**config.mk**
```make
export PLATFORM = sky130hd
export DESIGN_NAME = csr_trap_ctrl
export DESIGN_NICKNAME = d
export VERILOG_FILES = /design/src/rtl/csr_trap_ctrl_pkg.sv /design/src/rtl/csr_trap_ctrl_trap_target_calc.sv /design/src/rtl/csr_trap_ctrl.sv
export SDC_FILE = /design/constraint.sdc
export NUM_CORES = 1
export LEC_CHECK = 0
export ABC_AREA = 1
export BUFFER_PORTS_ARGS = -buffer_cell sky130_fd_sc_hd__buf_2
export CORE_ASPECT_RATIO = 1.2
export CORE_MARGIN = 5
export CORE_UTILIZATION = 45
export DETAILED_ROUTE_END_ITERATION = 8
export PLACE_DENSITY = 0.74
export SYNTH_ARGS = -nofsm -noshare
export SYNTH_HDL_FRONTEND = slang
export SYNTH_SLANG_ARGS = --single-unit
```
**constraint.sdc**
```tcl
create_clock -name clk_i -period 9.37 [get_ports clk_i]
set_clock_uncertainty 0.05 [all_clocks]
set_input_delay 0.937 -clock clk_i [delete_from_list [all_inputs] [get_ports clk_i]]
set_output_delay 0.937 -clock clk_i [all_outputs]
set_load 0.05 [all_outputs]
```
**src/rtl/csr_trap_ctrl_pkg.sv**
```systemverilog
// Shared definitions for the CSR port sequencer: CSR addresses, op encodings,
// mstatus field positions, sequencer states and mstatus rewrite helpers.
package csr_trap_ctrl_pkg;

    localparam logic [11:0] CSR_MSTATUS = 12'h300;
    localparam logic [11:0] CSR_MTVEC   = 12'h305;
    localparam logic [11:0] CSR_MEPC    = 12'h341;
    localparam logic [11:0] CSR_MCAUSE  = 12'h342;

    typedef enum logic [1:0] {
        OP_NONE = 2'b00,
        OP_RW   = 2'b01,
        OP_RS   = 2'b10,
        OP_RC   = 2'b11
    } csr_op_e;

    localparam int MS_MIE    = 3;
    localparam int MS_MPIE   = 7;
    localparam int MS_MPP_LO = 11;

    typedef enum logic [2:0] {
        ST_IDLE,
        ST_T_MEPC,
        ST_T_MCAUSE,
        ST_T_MSRD,
        ST_T_MSWR,
        ST_R_MSRD,
        ST_R_MSWR,
        ST_REDIR
    } state_e;

    function automatic logic [31:0] mstatus_on_trap(input logic [31:0] ms,
                                                    input logic [1:0]  mpp);
        logic [31:0] r;
        r                  = ms;
        r[MS_MPIE]         = ms[MS_MIE];
        r[MS_MIE]          = 1'b0;
        r[MS_MPP_LO +: 2]  = mpp;
        return r;
    endfunction

    function automatic logic [31:0] mstatus_on_mret(input logic [31:0] ms,
                                                    input logic [1:0]  mpp);
        logic [31:0] r;
        r                  = ms;
        r[MS_MIE]          = ms[MS_MPIE];
        r[MS_MPIE]         = 1'b1;
        r[MS_MPP_LO +: 2]  = mpp;
        return r;
    endfunction

endpackage

```
**src/rtl/csr_trap_ctrl_trap_target_calc.sv**
```systemverilog
// Trap vector target: direct mode jumps to the mtvec base, vectored mode
// (mtvec[1:0]==01) offsets interrupts by 4*cause.
module trap_target_calc (
    input  logic [31:0] mtvec,
    input  logic [31:0] cause,
    output logic [31:0] target
);
    logic [31:0] base;

    assign base = mtvec & ~32'h3;

    // cause<<2 drops bit 31 (interrupt flag) and keeps the sum mod 2^32
    always_comb begin
        target = base;
        if (mtvec[1:0] == 2'b01 && cause[31])
            target = base + (cause << 2);
    end

endmodule

```
**src/rtl/csr_trap_ctrl.sv**
```systemverilog
// Owns the CSR unit access port: passes pipeline CSR instructions through in
// IDLE and sequences trap entry / MRET writes, then issues a PC redirect.
module csr_trap_ctrl
    import csr_trap_ctrl_pkg::*;
#(
    parameter logic [1:0] MPP_M = 2'b11
) (
    input  logic        clk_i,
    input  logic        rst_i,
    input  logic        csr_req_i,
    input  logic [1:0]  csr_op_i,
    input  logic [11:0] csr_addr_i,
    input  logic [31:0] csr_src_i,
    output logic        csr_gnt_o,
    output logic [31:0] csr_rdata_o,
    input  logic        trap_i,
    input  logic [31:0] trap_cause_i,
    input  logic [31:0] trap_pc_i,
    input  logic        mret_i,
    output logic        csr_en_o,
    output logic [1:0]  csr_op_o,
    output logic [11:0] csr_addr_o,
    output logic [31:0] csr_wdata_o,
    input  logic [31:0] csr_rdata_i,
    input  logic [31:0] mtvec_i,
    input  logic [31:0] mepc_i,
    output logic        busy_o,
    output logic        redirect_o,
    output logic [31:0] redirect_pc_o
);
    state_e      state_q, state_d;
    logic [31:0] cause_q, pc_q, mstatus_q, target_q;
    logic [31:0] trap_target;

    trap_target_calc u_target (
        .mtvec  (mtvec_i),
        .cause  (cause_q),
        .target (trap_target)
    );

    assign busy_o = (state_q != ST_IDLE);

    always_ff @(posedge clk_i or posedge rst_i) begin
        if (rst_i) begin
            state_q   <= ST_IDLE;
            cause_q   <= '0;
            pc_q      <= '0;
            mstatus_q <= '0;
            target_q  <= '0;
        end else begin
            state_q <= state_d;
            if (state_q == ST_IDLE && trap_i) begin
                cause_q <= trap_cause_i;
                pc_q    <= trap_pc_i & ~32'h3;
            end
            if (state_q == ST_T_MSRD || state_q == ST_R_MSRD)
                mstatus_q <= csr_rdata_i;
            if (state_q == ST_T_MSWR)
                target_q <= trap_target;
            if (state_q == ST_R_MSWR)
                target_q <= mepc_i & ~32'h3;
        end
    end

    always_comb begin
        state_d       = state_q;
        csr_en_o      = 1'b0;
        csr_op_o      = OP_NONE;
        csr_addr_o    = '0;
        csr_wdata_o   = '0;
        csr_gnt_o     = 1'b0;
        csr_rdata_o   = '0;
        redirect_o    = 1'b0;
        redirect_pc_o = '0;
        unique case (state_q)
            ST_IDLE: begin
                if (trap_i) begin
                    state_d = ST_T_MEPC;
                end else if (mret_i) begin
                    state_d = ST_R_MSRD;
                end else if (csr_req_i) begin
                    csr_en_o    = 1'b1;
                    csr_op_o    = csr_op_i;
                    csr_addr_o  = csr_addr_i;
                    csr_wdata_o = csr_src_i;
                    csr_gnt_o   = 1'b1;
                    csr_rdata_o = csr_rdata_i;
                end
            end
            ST_T_MEPC: begin
                csr_en_o    = 1'b1;
                csr_op_o    = OP_RW;
                csr_addr_o  = CSR_MEPC;
                csr_wdata_o = pc_q;
                state_d     = ST_T_MCAUSE;
            end
            ST_T_MCAUSE: begin
                csr_en_o    = 1'b1;
                csr_op_o    = OP_RW;
                csr_addr_o  = CSR_MCAUSE;
                csr_wdata_o = cause_q;
                state_d     = ST_T_MSRD;
            end
            // RS with zero write data reads mstatus without modifying it
            ST_T_MSRD, ST_R_MSRD: begin
                csr_en_o   = 1'b1;
                csr_op_o   = OP_RS;
                csr_addr_o = CSR_MSTATUS;
                state_d    = (state_q == ST_T_MSRD) ? ST_T_MSWR : ST_R_MSWR;
            end
            ST_T_MSWR: begin
                csr_en_o    = 1'b1;
                csr_op_o    = OP_RW;
                csr_addr_o  = CSR_MSTATUS;
                csr_wdata_o = mstatus_on_trap(mstatus_q, MPP_M);
                state_d     = ST_REDIR;
            end
            ST_R_MSWR: begin
                csr_en_o    = 1'b1;
                csr_op_o    = OP_RW;
                csr_addr_o  = CSR_MSTATUS;
                csr_wdata_o = mstatus_on_mret(mstatus_q, MPP_M);
                state_d     = ST_REDIR;
            end
            ST_REDIR: begin
                redirect_o    = 1'b1;
                redirect_pc_o = target_q;
                state_d       = ST_IDLE;
            end
            default: state_d = ST_IDLE;
        endcase
    end

endmodule

```
==> flow_metrics.env, run 1 <==
export IMPL_p_leak_uw=0.00658
export IMPL_avgSynthCellArea_sq_um=7.13
export IMPL_worst_slack_ps=4990
export IMPL_pre_cts_ws_ps=5160
export IMPL_drv_cap=0
export IMPL_globalplace_congestion=0.895
export IMPL_cp_arrival_ps=3390
export IMPL_drc_errors=0
export IMPL_die_x_um=138
export IMPL_synthXorXnorAreaFrac_pct=1.38
export IMPL_synthCells=1247
export IMPL_intPower_uw=2010
export IMPL_io_buffer_count=318
export IMPL_antenna_found_initial=2
export IMPL_max_freq_mhz=228
export IMPL_dp_cells=1780
export IMPL_instances_no_fill=1813
export IMPL_critical_path_buf_inv_count=3
export IMPL_synthDistinctLibCells=36
export IMPL_crit_family="buffers and inverters"
export IMPL_grt_pass1_vias=9091
export IMPL_synthSimpleGateAreaFrac_pct=27.8
export IMPL_final_common_cell="nand2_1"
export IMPL_cts_tree="built"
export IMPL_drv_slew=0
export IMPL_power_switching_uw=2160
export IMPL_cts_hold_buf=0
export IMPL_areaGrowthSynthToFinish_pct=25.8
export IMPL_use_met2_pct=43.6
export IMPL_crit_type="register to output port"
export IMPL_drive_gt1_share_pct=28.5
export IMPL_wl_per_cell_um=15.9
export IMPL_busiest_layer="met2"
export IMPL_die_h_um=164
export IMPL_max_stage_delay_ps=770
export IMPL_ctsResizeCount=0
export IMPL_viasPerCell=4.97
export IMPL_synthMuxAreaShare_pct=8.70
export IMPL_post_dp_hpwl_mm=22.3
export IMPL_grt_overflow=0
export IMPL_cpMaxStageDelayCell="inv_2"
export IMPL_ir_worst_vdd_v=0.000263
export IMPL_fillers=1927
export IMPL_grt_first_pass_wirelength_mm=46.1
export IMPL_grt_max_degree=79
export IMPL_slew_headroom_pct=28.8
export IMPL_design_area_sq_um=11200
export IMPL_final_nets=1779
export IMPL_row_count=56
export IMPL_met1_usage_pct=31.3
export IMPL_cts_root_buffer="clkbuf_16"
export IMPL_cts_htree_levels=4
export IMPL_path_cells="buf_4 -> nor2_4 -> nand2_2 -> nor3_4 -> nand2_2 -> inv_2 -> nand2_1 -> nand4_1 -> buf_2"
export IMPL_final_period_utilization_pct=46.7
export IMPL_first_iter_violations=468
export IMPL_die_area_sq_um=22700
export IMPL_cts_buffers_inserted=17
export IMPL_antenna_left=0
export IMPL_final_setup_viol_count=0
export IMPL_clk_insertion_delay_late_ps=420
export IMPL_place_area_sq_um=10600
export IMPL_synth_compound_area_share_pct=11.2
export IMPL_status="finished, final reports clean"
export IMPL_io_pins=325
export IMPL_ys_ff_latch=125
export IMPL_clockPowerShare_pct=16.7
export IMPL_synth_top_family_by_area="simple AND/OR/NAND/NOR gates"
export IMPL_cts_setup_buffers=0
export IMPL_setup_tns_ps=0
export IMPL_routed_wl_mm=28.9
export IMPL_vias=9003
export IMPL_worstPathMaxFanout=43
export IMPL_finalPower_uw=4170
export IMPL_mostFrequentLayoutCells="nand2_1, buf_2, inv_1"
export IMPL_tightest_slew_ps=1070
export IMPL_synthAdderAreaFrac_pct=4.31
export IMPL_crit_path_start_kind="register"
export IMPL_clk_path_buf_depth=2
export IMPL_grt_usage_pct=25.3
export IMPL_dr_pass1_iters=5
export IMPL_p_sw_share_pct=51.8
export IMPL_syn_area_sq_um=8890
export IMPL_critical_path_required_ps=8380
export IMPL_placeableCoreArea_sq_um=19500
export IMPL_seq_area_frac_synth_pct=35.2
export IMPL_rsz0062_at_grt="false"
export IMPL_met3_usage_pct=5.45
export IMPL_end_kind="output port"
export IMPL_hold_path_class="register to register"
export IMPL_final_min_clock_period_ps=4380
export IMPL_p_seq_share_pct=23.8
export IMPL_cp_common_cell="nand2_2"
export IMPL_finalHoldViolations=0
export IMPL_p_per_area_nw_per_um2=373
export IMPL_clock_sinks=125
export IMPL_combPwrFrac_pct=59.5
export IMPL_start_util_pct=45.6
export IMPL_clk_pin_slew_worst_paths_ps=60
export IMPL_yosys_warnings=0
-- through the flow --
stage / hold slack [ps] / util [%]
after floorplan: 398 / -
after global placement: 415 / 54.2
after detailed placement: 423 / 54.2
after CTS: 438 / 57.4
after global routing: 456 / 57.4
final: 433 / 57.4
-- state kept, by name, indices dropped and copies added, names as in the netlist --
signal,cells
cause_q,32
mstatus_q,30
state_q,3
target_q,30
pc_q,30
-- power groups by stage --
stage / Sequential (uW) / Clock [uW] / Combinational, uW
global placement: 988 / 0 / 2440
detailed placement: 997 / 0 / 2480
finish: 994 / 697 / 2480
floorplan: 923 / 0 / 1950
CTS: 991 / 706 / 2490
global route: 1020 / 733 / 2720
-- synth_stat cells --
cell type	n	area, sq um
a21o_1	1	7.51
a21oi_1	75	375
a22oi_1	18	135
and2_1	1	6.26
buf_2	8	40.0
buf_4	6	45.0
buf_6	10	113
clkbuf_1	28	105
clkinv_1	2	7.51
conb_1	1	3.75
dfrtp_1	125	3130
fa_1	1	20.0
ha_1	29	363
inv_1	182	683
inv_2	7	26.3
mux2_2	26	293
mux2_4	32	480
nand2_1	362	1360
nand2_2	6	37.5
nand3_1	51	255
nand3_2	2	20.0
nand4_1	23	144
nor2_1	140	526
nor2_2	3	18.8
nor2_4	1	11.3
nor3_1	4	20.0
nor3_4	2	32.5
o2111ai_1	1	8.76
o211ai_1	11	82.6
o21ai_0	51	255
o21ai_1	4	20.0
o21bai_1	13	97.6
o21bai_2	1	11.3
or2_2	6	37.5
xnor2_1	6	52.6
xor2_1	8	70.1
-- cell families (layout without fill, tap and decap cells) --
family	after synthesis	after routing
XOR/XNOR	14	14
flip-flops	125	125
multiplexers	58	58
AND/OR/NAND/NOR	601	601
other	1	4
adder cells (fa/ha/maj)	30	30
buffers and inverters	243	545
AO/OA/AOI/OAI	175	175
-- tightest hold or removal path: stages, from the launching register on --
cell and delay, ps:
dfrtp_1 340, nand2_1 50, o21ai_0 60
-- final timing paths --
kind                                   endpoint  slack [ps]  cells past startpoint           from
worst min register to register    mstatus_q[14]         430                      2  mstatus_q[14]
max in group asynchronous          target_q[27]        7390                      3          rst_i
worst max register to register     target_q[14]        6910                      9     cause_q[0]
min in group asynchronous          mstatus_q[6]         680                      2          rst_i
worst min-delay path              mstatus_q[14]         430                      2  mstatus_q[14]
worst max-delay path            csr_wdata_o[15]        4990                      9     state_q[1]
-- final cells by class --
cell class	count	area, sq um	share of cell area, %
repair buffers	323	1630	14.6
multi-input cells	880	4760	42.6
diodes	2	5.00	0.0448
inverters	191	719	6.43
clock inverters	12	160	1.43
flip-flops and latches	125	3130	28.0
well taps	261	327	2.92
clock buffers	19	453	4.05
-- routing by layer --
layer | share of wire [%] | up-vias
met5 | 0 | -
met4 | 2.5 | 0
met3 | 6.5 | 45
met2 | 49 | 316
met1 | 42 | 4108
li1 | - | 4534
No activity file was read; power rests on OpenSTA's default activity.
==> run 2: changes to the inputs <==
clock period = 4.3 ns   (was 9.37 ns; I/O delays follow)
==> flow_metrics.env, run 2 (synthesized netlist as in run 1, its figures left out) <==
export IMPL_instances_no_fill=1819
export IMPL_start_util_pct=45.6
export IMPL_globalplace_congestion=0.929
export IMPL_regMostFlops="cause_q"
export IMPL_die_x_um=138
export IMPL_p_leak_uw=0.00656
export IMPL_clk_path_buf_depth=2
export IMPL_drive_gt1_share_pct=28.7
export IMPL_clk_pin_slew_worst_paths_ps=60
export IMPL_fillers=1926
export IMPL_setup_tns_ps=0
export IMPL_drc_errors=0
export IMPL_grt_max_degree=69
export IMPL_grt_first_pass_wirelength_mm=45.6
export IMPL_routed_wl_mm=28.7
export IMPL_antenna_left=0
export IMPL_drv_slew=0
export IMPL_rsz0062_at_grt="false"
export IMPL_final_nets=1781
export IMPL_cp_common_cell="nand2_2"
export IMPL_status="finished, final reports clean"
export IMPL_p_per_area_nw_per_um2=805
export IMPL_final_period_utilization_pct=87.8
export IMPL_grt_usage_pct=25.1
export IMPL_drv_cap=0
export IMPL_hold_path_class="primary input to async pin"
export IMPL_largest_reg_flops=32
export IMPL_fin_util_pct=57.3
export IMPL_cpMaxStageDelayCell="inv_2"
export IMPL_viasPerCell=4.92
export IMPL_worstPathMaxFanout=43
export IMPL_critical_path_required_ps=3820
export IMPL_areaGrowthSynthToFinish_pct=25.5
export IMPL_hold_ws_ps=127
export IMPL_final_setup_viol_count=0
export IMPL_cts_setup_buffers=0
export IMPL_max_freq_mhz=265
export IMPL_cts_tree="built"
export IMPL_end_kind="output port"
export IMPL_row_count=56
export IMPL_die_area_sq_um=22700
export IMPL_placeableCoreArea_sq_um=19500
export IMPL_post_dp_hpwl_mm=22.3
export IMPL_dr_pass1_iters=6
export IMPL_crit_family="buffers and inverters"
export IMPL_wl_per_cell_um=15.8
export IMPL_grt_overflow=0
export IMPL_finalHoldViolations=0
export IMPL_max_stage_delay_ps=790
export IMPL_grt_pass1_vias=8791
export IMPL_first_iter_violations=629
export IMPL_clk_insertion_delay_late_ps=420
export IMPL_io_pins=325
export IMPL_cts_htree_levels=4
export IMPL_antenna_found_initial=3
export IMPL_cp_arrival_ps=3290
export IMPL_cts_root_buffer="clkbuf_16"
export IMPL_cts_buffers_inserted=17
export IMPL_dp_cells=1782
export IMPL_clock_sinks=125
export IMPL_final_common_cell="nand2_1"
export IMPL_ir_worst_vdd_v=0.000677
export IMPL_critical_path_buf_inv_count=3
export IMPL_mostFrequentLayoutCells="nand2_1, buf_2, inv_1"
export IMPL_ctsResizeCount=0
export IMPL_tightest_slew_ps=1080
export IMPL_cts_hold_buf=0
export IMPL_die_h_um=164
export IMPL_io_buffer_count=318
export IMPL_finalPower_uw=8980
export IMPL_slew_headroom_pct=28.3
export IMPL_crit_path_start_kind="register"
export IMPL_crit_type="register to output port"
export IMPL_path_cells="buf_4 -> nor2_4 -> nand2_2 -> nor3_4 -> nand2_2 -> inv_2 -> nand2_1 -> nand4_1 -> buf_2"
export IMPL_vias=8943
export IMPL_final_min_clock_period_ps=3770
==> run 2: cell types whose count changed in the layout (fill, tap and decap cells not counted), moves of 2 or more <==
cell        previous run  this run
inv_6                  3         5
buf_4                  5         7
clkinvlp_4             1         3
clkinv_4               3         1
bufinv_16              3         1
diode_2                2         5
==> run 2: layer usage <==
metal | track usage, % | vias to the layer above | share of wire [%]
met1 | 31.7 | 4033 | 42
met3 | 5.30 | 33 | 6.4
met5 | 0 | - | 0
met2 | 43.5 | 325 | 50
li1 | - | 4552 | -
met4 | 7.91 | 0 | 1.9
==> run 2: power breakdown <==
group	internal, uW	switching [uW]	total, uW
combinational	1690	3700	5390
sequential	1750	421	2170
clock	821	599	1420
==> run 2: metrics by stage <==
step / cell area, sq um / setup slack [ps]
CTS: 11100 / 480
global placement: 10600 / 1010
floorplan: 8890 / 492
finish: 11200 / 527
global route: 11200 / 180
detailed placement: 10600 / 927
==> run 2: worst paths after layout <==
check / from / to / slack, ps / depth (start not counted)
worst min-delay path: rst_i / mstatus_q[8] / 130 / 2
worst max-delay path: state_q[1] / csr_wdata_o[15] / 530 / 9
worst min register to register: mstatus_q[24] / mstatus_q[24] / 440 / 2
max in group asynchronous: rst_i / target_q[17] / 3090 / 3
worst max register to register: cause_q[0] / target_q[14] / 1790 / 9
min in group clk_i: trap_pc_i[30] / pc_q[30] / 190 / 2
==> run 2: area by class of cell <==
cell class              count  area, sq um  area share [%]
inverters                 191          719            6.45
diodes                      5         12.5           0.112
multi-input cells         880         4760            42.6
flip-flops and latches    125         3130            28.0
repair buffers            325         1640            14.7
clock buffers              18          439            3.93
well taps                 261          327            2.93
clock inverters            14          131            1.18
==> run 3: changes to the inputs <==
CTS_BUF_LIST = sky130_fd_sc_hd__clkbuf_16   (was unset)
==> flow_metrics.env, run 3 (synthesized netlist as in run 1, its figures left out) <==
export IMPL_status="finished, final reports clean"
export IMPL_drv_slew=0
export IMPL_fin_util_pct=57.2
export IMPL_post_dp_hpwl_mm=22.3
export IMPL_dr_pass1_iters=5
export IMPL_grt_max_degree=69
export IMPL_mostFrequentLayoutCells="nand2_1, buf_2, inv_1"
export IMPL_grt_usage_pct=25.1
export IMPL_setup_tns_ps=0
export IMPL_crit_path_start_kind="register"
export IMPL_drc_errors=0
export IMPL_hold_ws_ps=126
export IMPL_clk_path_buf_depth=2
export IMPL_ctsResizeCount=0
export IMPL_row_count=56
export IMPL_rsz0062_at_grt="false"
export IMPL_fillers=1927
export IMPL_die_x_um=138
export IMPL_final_common_cell="nand2_1"
export IMPL_grt_first_pass_wirelength_mm=45.6
export IMPL_reg2reg_slack_ps=1790
export IMPL_die_area_sq_um=22700
export IMPL_io_pins=325
export IMPL_hold_path_class="primary input to async pin"
export IMPL_final_period_utilization_pct=87.8
export IMPL_critical_path_required_ps=3820
export IMPL_tightest_slew_ps=1080
export IMPL_clock_sinks=125
export IMPL_clk_pin_slew_worst_paths_ps=60
export IMPL_cts_htree_levels=4
export IMPL_cp_arrival_ps=3300
export IMPL_start_util_pct=45.6
export IMPL_p_per_area_nw_per_um2=804
export IMPL_rr_endpoint="target_q[14]"
export IMPL_clk_insertion_delay_late_ps=420
export IMPL_finalPower_uw=8960
export IMPL_antenna_left=0
export IMPL_worstPathMaxFanout=43
export IMPL_routed_wl_mm=28.6
export IMPL_first_iter_violations=621
export IMPL_crit_type="register to output port"
export IMPL_slew_headroom_pct=28.3
export IMPL_cts_setup_buffers=0
export IMPL_final_setup_viol_count=0
export IMPL_cts_hold_buf=0
export IMPL_io_buffer_count=318
export IMPL_cts_tree="built"
export IMPL_vias=8934
export IMPL_path_cells="buf_4 -> nor2_4 -> nand2_2 -> nor3_4 -> nand2_2 -> inv_2 -> nand2_1 -> nand4_1 -> buf_2"
export IMPL_ir_worst_vdd_v=0.000677
export IMPL_max_stage_delay_ps=800
export IMPL_end_kind="output port"
export IMPL_reg2reg_depth=9
export IMPL_final_min_clock_period_ps=3780
export IMPL_regMostFlops="cause_q"
export IMPL_die_h_um=164
export IMPL_antenna_found_initial=3
export IMPL_p_leak_uw=0.00655
export IMPL_grt_overflow=0
export IMPL_cpMaxStageDelayCell="inv_2"
export IMPL_cp_common_cell="nand2_2"
export IMPL_viasPerCell=4.91
export IMPL_drive_gt1_share_pct=28.6
export IMPL_regToRegStartpoint="cause_q[0]"
export IMPL_wl_per_cell_um=15.7
export IMPL_areaGrowthSynthToFinish_pct=25.4
export IMPL_placeableCoreArea_sq_um=19500
export IMPL_globalplace_congestion=0.929
export IMPL_drv_cap=0
export IMPL_finalHoldViolations=0
export IMPL_grt_pass1_vias=8791
export IMPL_cts_buffers_inserted=17
export IMPL_max_freq_mhz=265
export IMPL_final_nets=1781
export IMPL_cts_root_buffer="clkbuf_16"
export IMPL_largest_reg_flops=32
-- run 3: critical path: cells and delay by family (launching register included) --
kind / cells / cell delay (ps)
DFF: 1 / 350
buffers and inverters: 3 / 1340
and+or+nand+nor: 6 / 1180
-- run 3: final cells by class --
| cell class | count | area [sq um] | area share, % |
|---|---|---|---|
| multi-input combinational | 880 | 4760 | 42.7 |
| sequential | 125 | 3130 | 28.1 |
| timing repair buffer | 325 | 1640 | 14.7 |
| inverter | 191 | 719 | 6.45 |
| clock buffer | 17 | 425 | 3.82 |
| tap | 261 | 327 | 2.93 |
| clock inverter | 15 | 135 | 1.21 |
| antenna | 5 | 12.5 | 0.112 |
-- run 3: worst max path at each step --
stage / from / end / cells after the start
2_1_floorplan: rst_i / cause_q[0] / 1
3_3_place_gp: state_q[1] / csr_wdata_o[15] / 9
3_5_place_dp: state_q[1] / csr_wdata_o[15] / 9
4_1_cts: state_q[1] / csr_wdata_o[15] / 9
5_1_grt: state_q[1] / csr_wdata_o[15] / 9
6_report: state_q[1] / csr_wdata_o[15] / 9
-- run 3: metal layers --
metal | global-route usage [%] | wire length [um] | up-vias
li1 | - | - | 4552
met5 | 0 | 0 | -
met1 | 31.7 | 12100 | 4026
met2 | 43.5 | 14300 | 323
met3 | 5.30 | 1760 | 33
met4 | 7.91 | 533 | 0
-- run 3: stage by stage --
| stage | cell area (sq um) | setup slack, ps | cells |
|---|---|---|---|
| floorplan | 8890 | 492 | 1248 |
| global placement | 10600 | 1010 | 1782 |
| detailed placement | 10600 | 927 | 1782 |
| CTS | 11100 | 480 | 1814 |
| global route | 11100 | 180 | 1817 |
| finish | 11200 | 524 | 1819 |
-- run 3: power breakdown --
part / total [uW] / switching [uW] / internal, uW
clock network: 1400 / 598 / 803
registers: 2170 / 420 / 1750
logic: 5390 / 3700 / 1690
